File: config.mk
export PLATFORM = sky130hd
export DESIGN_NAME = operand_issue
export DESIGN_NICKNAME = d
export VERILOG_FILES = /design/src/rtl/operand_issue_pkg.sv /design/src/rtl/operand_issue_regfile_2r1w.sv /design/src/rtl/operand_issue.sv
export SDC_FILE = /design/constraint.sdc
export NUM_CORES = 2
export LEC_CHECK = 0
export BUFFER_PORTS_ARGS = -buffer_cell sky130_fd_sc_hd__buf_4
export CAP_MARGIN = 15
export CORE_MARGIN = 1.5
export CORE_UTILIZATION = 37
export CTS_BUF_LIST = sky130_fd_sc_hd__clkbuf_2 sky130_fd_sc_hd__clkbuf_4 sky130_fd_sc_hd__clkbuf_8
export DETAILED_ROUTE_END_ITERATION = 10
export GPL_ROUTABILITY_DRIVEN = 0
export REMOVE_ABC_BUFFERS = 1
export SLEW_MARGIN = 20
export SYNTH_ARGS = -nofsm -noshare
export SYNTH_HDL_FRONTEND = slang
export SYNTH_SLANG_ARGS = --single-unit
File: constraint.sdc
create_clock -name clk -period 56.5 [get_ports clk]
set_input_delay 11.3 -clock clk [delete_from_list [all_inputs] [get_ports clk]]
set_output_delay 11.3 -clock clk [all_outputs]
set_load 0.1 [all_outputs]
File: src/rtl/operand_issue_pkg.sv
// Shared types and constants for the operand issue stage.
//   WIDTH  : data word width
//   NREGS  : register file depth
//   RADDR  : register index width
//   inst_t : instruction word layout {opcode, dest, src}
//   issue_state_e : output-register occupancy
package operand_issue_pkg;

  localparam int WIDTH = 16;
  localparam int NREGS = 64;
  localparam int RADDR = 6;
  localparam int OPW   = 5;

  typedef struct packed {
    logic [3:0]       opcode;
    logic [RADDR-1:0] dest;
    logic [RADDR-1:0] src;
  } inst_t;

  typedef enum logic {
    EMPTY = 1'b0,
    FULL  = 1'b1
  } issue_state_e;

  function automatic inst_t decode(input logic [WIDTH-1:0] word);
    inst_t d;
    d.opcode = word[15:12];
    d.dest   = word[11:6];
    d.src    = word[5:0];
    return d;
  endfunction

endpackage

File: src/rtl/operand_issue_regfile_2r1w.sv
// 64x16 register file: two asynchronous read ports, one write port.
// A write in progress is forwarded to either read port addressing the same
// entry, so readers see the value that will be stored at the next edge.
//   clk, reset          : clock, async active-high clear of all entries
//   we, waddr, wdata    : write port
//   raddr1/2, rdata1/2  : read ports (combinational, with write bypass)
module regfile_2r1w
  import operand_issue_pkg::*;
(
  input  logic             clk,
  input  logic             reset,
  input  logic             we,
  input  logic [RADDR-1:0] waddr,
  input  logic [WIDTH-1:0] wdata,
  input  logic [RADDR-1:0] raddr1,
  output logic [WIDTH-1:0] rdata1,
  input  logic [RADDR-1:0] raddr2,
  output logic [WIDTH-1:0] rdata2
);

  logic [WIDTH-1:0] mem_q [NREGS];
  logic [WIDTH-1:0] mem_d [NREGS];

  always_comb begin
    mem_d = mem_q;
    if (we) mem_d[waddr] = wdata;
  end

  always_ff @(posedge clk or posedge reset) begin
    if (reset) begin
      for (int i = 0; i < NREGS; i++) mem_q[i] <= '0;
    end else begin
      mem_q <= mem_d;
    end
  end

  assign rdata1 = (we && (waddr == raddr1)) ? wdata : mem_q[raddr1];
  assign rdata2 = (we && (waddr == raddr2)) ? wdata : mem_q[raddr2];

endmodule

File: src/rtl/operand_issue.sv
// Decode / operand-fetch stage feeding the combinational ALU.
// Decodes {opcode, dest, src}, reads both operands from the register file
// and holds {op, in1, in2, dest} in an output register with a valid/ready
// handshake. A per-register busy scoreboard stalls read-after-write hazards;
// ALU writebacks clear busy bits and update the register file.
//   clk, reset                      : clock, async active-high reset
//   inst, inst_valid, inst_ready    : instruction input handshake
//   out_op/in1/in2/dest, out_valid,
//   out_ready                       : issued instruction to execute stage
//   wb_en, wb_dest, wb_data         : ALU writeback
//
// state | meaning
// EMPTY | output register holds nothing
// FULL  | output register holds an issued instruction
module operand_issue
  import operand_issue_pkg::*;
(
  input  logic             clk,
  input  logic             reset,
  input  logic [WIDTH-1:0] inst,
  input  logic             inst_valid,
  output logic             inst_ready,
  output logic [OPW-1:0]   out_op,
  output logic [WIDTH-1:0] out_in1,
  output logic [WIDTH-1:0] out_in2,
  output logic [RADDR-1:0] out_dest,
  output logic             out_valid,
  input  logic             out_ready,
  input  logic             wb_en,
  input  logic [RADDR-1:0] wb_dest,
  input  logic [WIDTH-1:0] wb_data
);

  issue_state_e     state_q, state_d;
  logic [NREGS-1:0] busy_q, busy_d;
  logic [OPW-1:0]   out_op_q, out_op_d;
  logic [WIDTH-1:0] out_in1_q, out_in1_d;
  logic [WIDTH-1:0] out_in2_q, out_in2_d;
  logic [RADDR-1:0] out_dest_q, out_dest_d;

  inst_t            dec;
  logic [WIDTH-1:0] rd_dest, rd_src;
  logic             wb_hit_dest, wb_hit_src;
  logic             hazard, fire;

  assign dec = decode(inst);

  regfile_2r1w u_rf (
    .clk    (clk),
    .reset  (reset),
    .we     (wb_en),
    .waddr  (wb_dest),
    .wdata  (wb_data),
    .raddr1 (dec.dest),
    .rdata1 (rd_dest),
    .raddr2 (dec.src),
    .rdata2 (rd_src)
  );

  // A writeback landing this cycle already releases its register.
  assign wb_hit_dest = wb_en && (wb_dest == dec.dest);
  assign wb_hit_src  = wb_en && (wb_dest == dec.src);
  assign hazard      = (busy_q[dec.dest] && !wb_hit_dest) ||
                       (busy_q[dec.src]  && !wb_hit_src);

  assign out_valid  = (state_q == FULL);
  assign inst_ready = (!out_valid || out_ready) && !hazard;
  assign fire       = inst_valid && inst_ready;

  always_comb begin
    busy_d     = busy_q;
    state_d    = state_q;
    out_op_d   = out_op_q;
    out_in1_d  = out_in1_q;
    out_in2_d  = out_in2_q;
    out_dest_d = out_dest_q;

    if (wb_en) busy_d[wb_dest] = 1'b0;
    // Issue set is applied after the clear: the new instruction is outstanding.
    if (fire)  busy_d[dec.dest] = 1'b1;

    if (fire) begin
      state_d    = FULL;
      out_op_d   = {1'b0, dec.opcode};
      out_in1_d  = rd_dest;
      out_in2_d  = rd_src;
      out_dest_d = dec.dest;
    end else if (out_valid && out_ready) begin
      state_d = EMPTY;
    end
  end

  always_ff @(posedge clk or posedge reset) begin
    if (reset) begin
      state_q    <= EMPTY;
      busy_q     <= '0;
      out_op_q   <= '0;
      out_in1_q  <= '0;
      out_in2_q  <= '0;
      out_dest_q <= '0;
    end else begin
      state_q    <= state_d;
      busy_q     <= busy_d;
      out_op_q   <= out_op_d;
      out_in1_q  <= out_in1_d;
      out_in2_q  <= out_in2_d;
      out_dest_q <= out_dest_d;
    end
  end

  assign out_op   = out_op_q;
  assign out_in1  = out_in1_q;
  assign out_in2  = out_in2_q;
  assign out_dest = out_dest_q;

endmodule
==> reports/results.ini <==
[run_status]
status = finished, final reports clean

[synth]
syn_avg_cell_area_sq_um = 13.7
synth_flop_cell = dfrtp_1
synth_edf_count = 0
yosysUniqueCellTypes = 76
syn_inst = 4331
synth_area_sq_um = 59300
synth-async-reset-ratio_pct = 100
ys_seq_area_share_pct = 47.7
ys_warn_count = 0
ys_seq_elements = 1131

[setup_path]
reg2reg_depth = 8
critical_path_buf_inv_count = 4
cpPeakStageDelay_ns = 0.78
crit_cells = 10
crit_family = buffers and inverters
path_class = in -> out
r2r-start = busy_q[59]$_DFF_PP0_
crit_path_end_kind = output port
worstPathArrival_ns = 15.36
path_cells = clkbuf_8 -> buf_4 -> buf_4 -> mux2i_1 -> o2bb2ai_1 -> o311ai_1 -> o2111ai_1 -> o31ai_2 -> and2_1 -> buf_4
startpoint_type = primary input
cp_slowest_cell = buf_4
critical_path.endpoint = inst_ready
cpMostUsedCell = buf_4
crit_fanout = 52
reg2reg_setup_slack_ns = 53.10
cp.required_ns = 45.20
rr_endpoint = out_in2[8]$_DFFE_PP0P_
cp-startpoint = inst[8]

[pwr]
p_int_w = 0.00157
sw_frac_of_total_pct = 31.8
p_per_area_nw_per_um2 = 34.8
clkPwrFrac_pct = 35.3
p_leak_nw = 28.9
irDropWorstVdd_mv = 0.0270
p_seq_share_pct = 44.5
power_switching_w = 0.000733
p_comb_share_pct = 20.2

[global_routing]
top_usage_layer = met2
antenna_found_initial = 11
use_met2_pct = 42.7
grt_util_met3_pct = 8.25
grtUsageTotal_pct = 28.7
grt_use_met1_pct = 37.0
grt_pass1_vias = 43700
overflow = 0
grt_pass1_wl_microns = 336000
grt_max_degree = 145

[route]
vias_per_cell = 6.69
wl_per_cell_microns = 36.1
dr.pass1.iters = 10
ant_nets = 0
drt_iter0_markers = 5609
vias = 43600
route.detailed.drc = 0
drt_wl_total_microns = 236000

[worst_hold_path]
hold_path.class = reg -> reg

[cts]
root_buffer = clkbuf_8
cts_buffers = 193
cts_hold_buf = 0
clock_latency_ns = 0.97
htree_levels = 4
postCtsSetupBuffers = 0
clock-sinks = 1131
path_clk_slew_ns = 0.06
clk_path_buf_depth = 3
cts_resized = 0
cts_tree = built

[sta]
slew_headroom_pct = 21.8
fmaxAchievable_ghz = 0.0375
tightestPinTransition_ns = 1.16
slew_violations = 0
grt_setup_unrepaired = false
final-setup-viol-count = 0
tns_ns = 0
finalHoldViolCount = 0
period_needed_ns = 26.66
fin_skew_ns = 0.0589
post-route-period-util_pct = 47.2

[floorplan]
die-height_microns = 403
dieArea_sq_um = 163000
rows = 146
core_sq_um = 159000
initial_utilization_pct = 37.4
ios = 88
die_x_microns = 403

[layout]
fin_nets = 4339
drive_above_1_share_pct = 47.8
final_util_pct = 41.7
area_growth_pct = 11.6

[placement]
io_buffers = 86
dp_hpwl_microns = 144000

[flow_run]
cap_viol_max_count = 0

final cells by class:
type | instances | area [sq um]
inverter | 29 | 116
sequential | 1131 | 28300
clock buffer | 298 | 3750
clock inverter | 47 | 469
antenna | 5 | 12.5
fill | 14600 | 92500
timing repair buffer | 223 | 1760
tap | 2072 | 2590
multi-input combinational | 2718 | 29200
per-layer routing:
metal	vias up	part of all wire (%)
li1	16800	-
met5	-	0.025
met3	801	11
met2	3006	44
met4	10	7.0
met1	23000	38
placed cells by master, fill, tap and decap left out, types with 23 or more instances in the layout:
cell type,n
a22oi_1,264
a22o_1,53
mux2i_1,96
a221oi_1,84
o21ai_0,45
a21oi_1,46
nor2_1,58
mux2_2,1141
o31ai_1,40
nor2_2,28
o211ai_1,32
a41oi_1,23
buf_4,211
mux4_2,329
dfrtp_1,1131
nand2_1,133
clkbuf_4,56
a31oi_1,51
clkinv_2,27
clkbuf_8,243
inv_1,27
worst min path at each step:
stage                                startpoint                     to  slack [ns]  cells after the start
after floorplan            busy_q[16]$_DFF_PP0_   busy_q[16]$_DFF_PP0_        0.46                      2
after global placement    out_op[2]$_DFFE_PP0P_  out_op[2]$_DFFE_PP0P_        0.49                      1
after detailed placement  out_op[3]$_DFFE_PP0P_  out_op[3]$_DFFE_PP0P_        0.49                      1
after CTS                 out_op[3]$_DFFE_PP0P_  out_op[3]$_DFFE_PP0P_        0.51                      1
after global routing      out_op[2]$_DFFE_PP0P_  out_op[2]$_DFFE_PP0P_        0.52                      1
final                     out_op[3]$_DFFE_PP0P_  out_op[3]$_DFFE_PP0P_        0.51                      1
registers in the layout (all words and copies together) (netlist names):
signal and flops:
out_valid 1, out_in1 16, out_in2 16, out_dest 6, u_rf.mem_q 1024, busy_q 64, out_op 4
synth_stat cells (all sizes together) (51+ instances only):
| master | instances | area share [%] |
|---|---|---|
| a221oi | 84 | 1.2 |
| buf | 155 | 1.4 |
| mux2i | 96 | 1.6 |
| clkbuf | 298 | 1.9 |
| nor2 | 92 | 0.58 |
| a22o | 53 | 0.78 |
| mux2 | 1142 | 22 |
| nand2 | 147 | 0.93 |
| dfrtp | 1131 | 48 |
| mux4 | 329 | 12 |
| a22oi | 264 | 3.3 |
| a31oi | 51 | 0.54 |
power by group through the flow:
stage / Sequential (W) / Combinational (W) / Clock, W
after floorplan: 0.00108 / 0.000242 / 0
after global placement: 0.00103 / 0.000456 / 0
after detailed placement: 0.00103 / 0.000462 / 0
after CTS: 0.00102 / 0.000463 / 0.000824
after global routing: 0.00104 / 0.000487 / 0.000861
final: 0.00103 / 0.000466 / 0.000814
logic make-up after synthesis:
kind of cell | after synthesis | share of synthesized area (%)
mux | 1567 | 35.8
flops | 1131 | 47.7
compound gates | 762 | 9.86
buf+inv | 482 | 3.43
simple gates | 376 | 3.01
xor+xnor | 12 | 0.177
other cells | 1 | 0.00632
metrics by stage:
stage	instances	hold slack, ns	total power [W]	instance area, sq um	setup WS [ns]
3_3_place_gp	6173	0.487	0.00149	62000	29.96
4_1_cts	6518	0.508	0.00231	66200	29.91
3_5_place_dp	6173	0.494	0.00150	62000	29.90
5_1_grt	6523	0.518	0.00238	66200	29.74
6_report	6523	0.505	0.00231	66200	29.84
2_1_floorplan	3878	0.458	0.00132	57400	13.35
(Power assumes the default switching activity.)
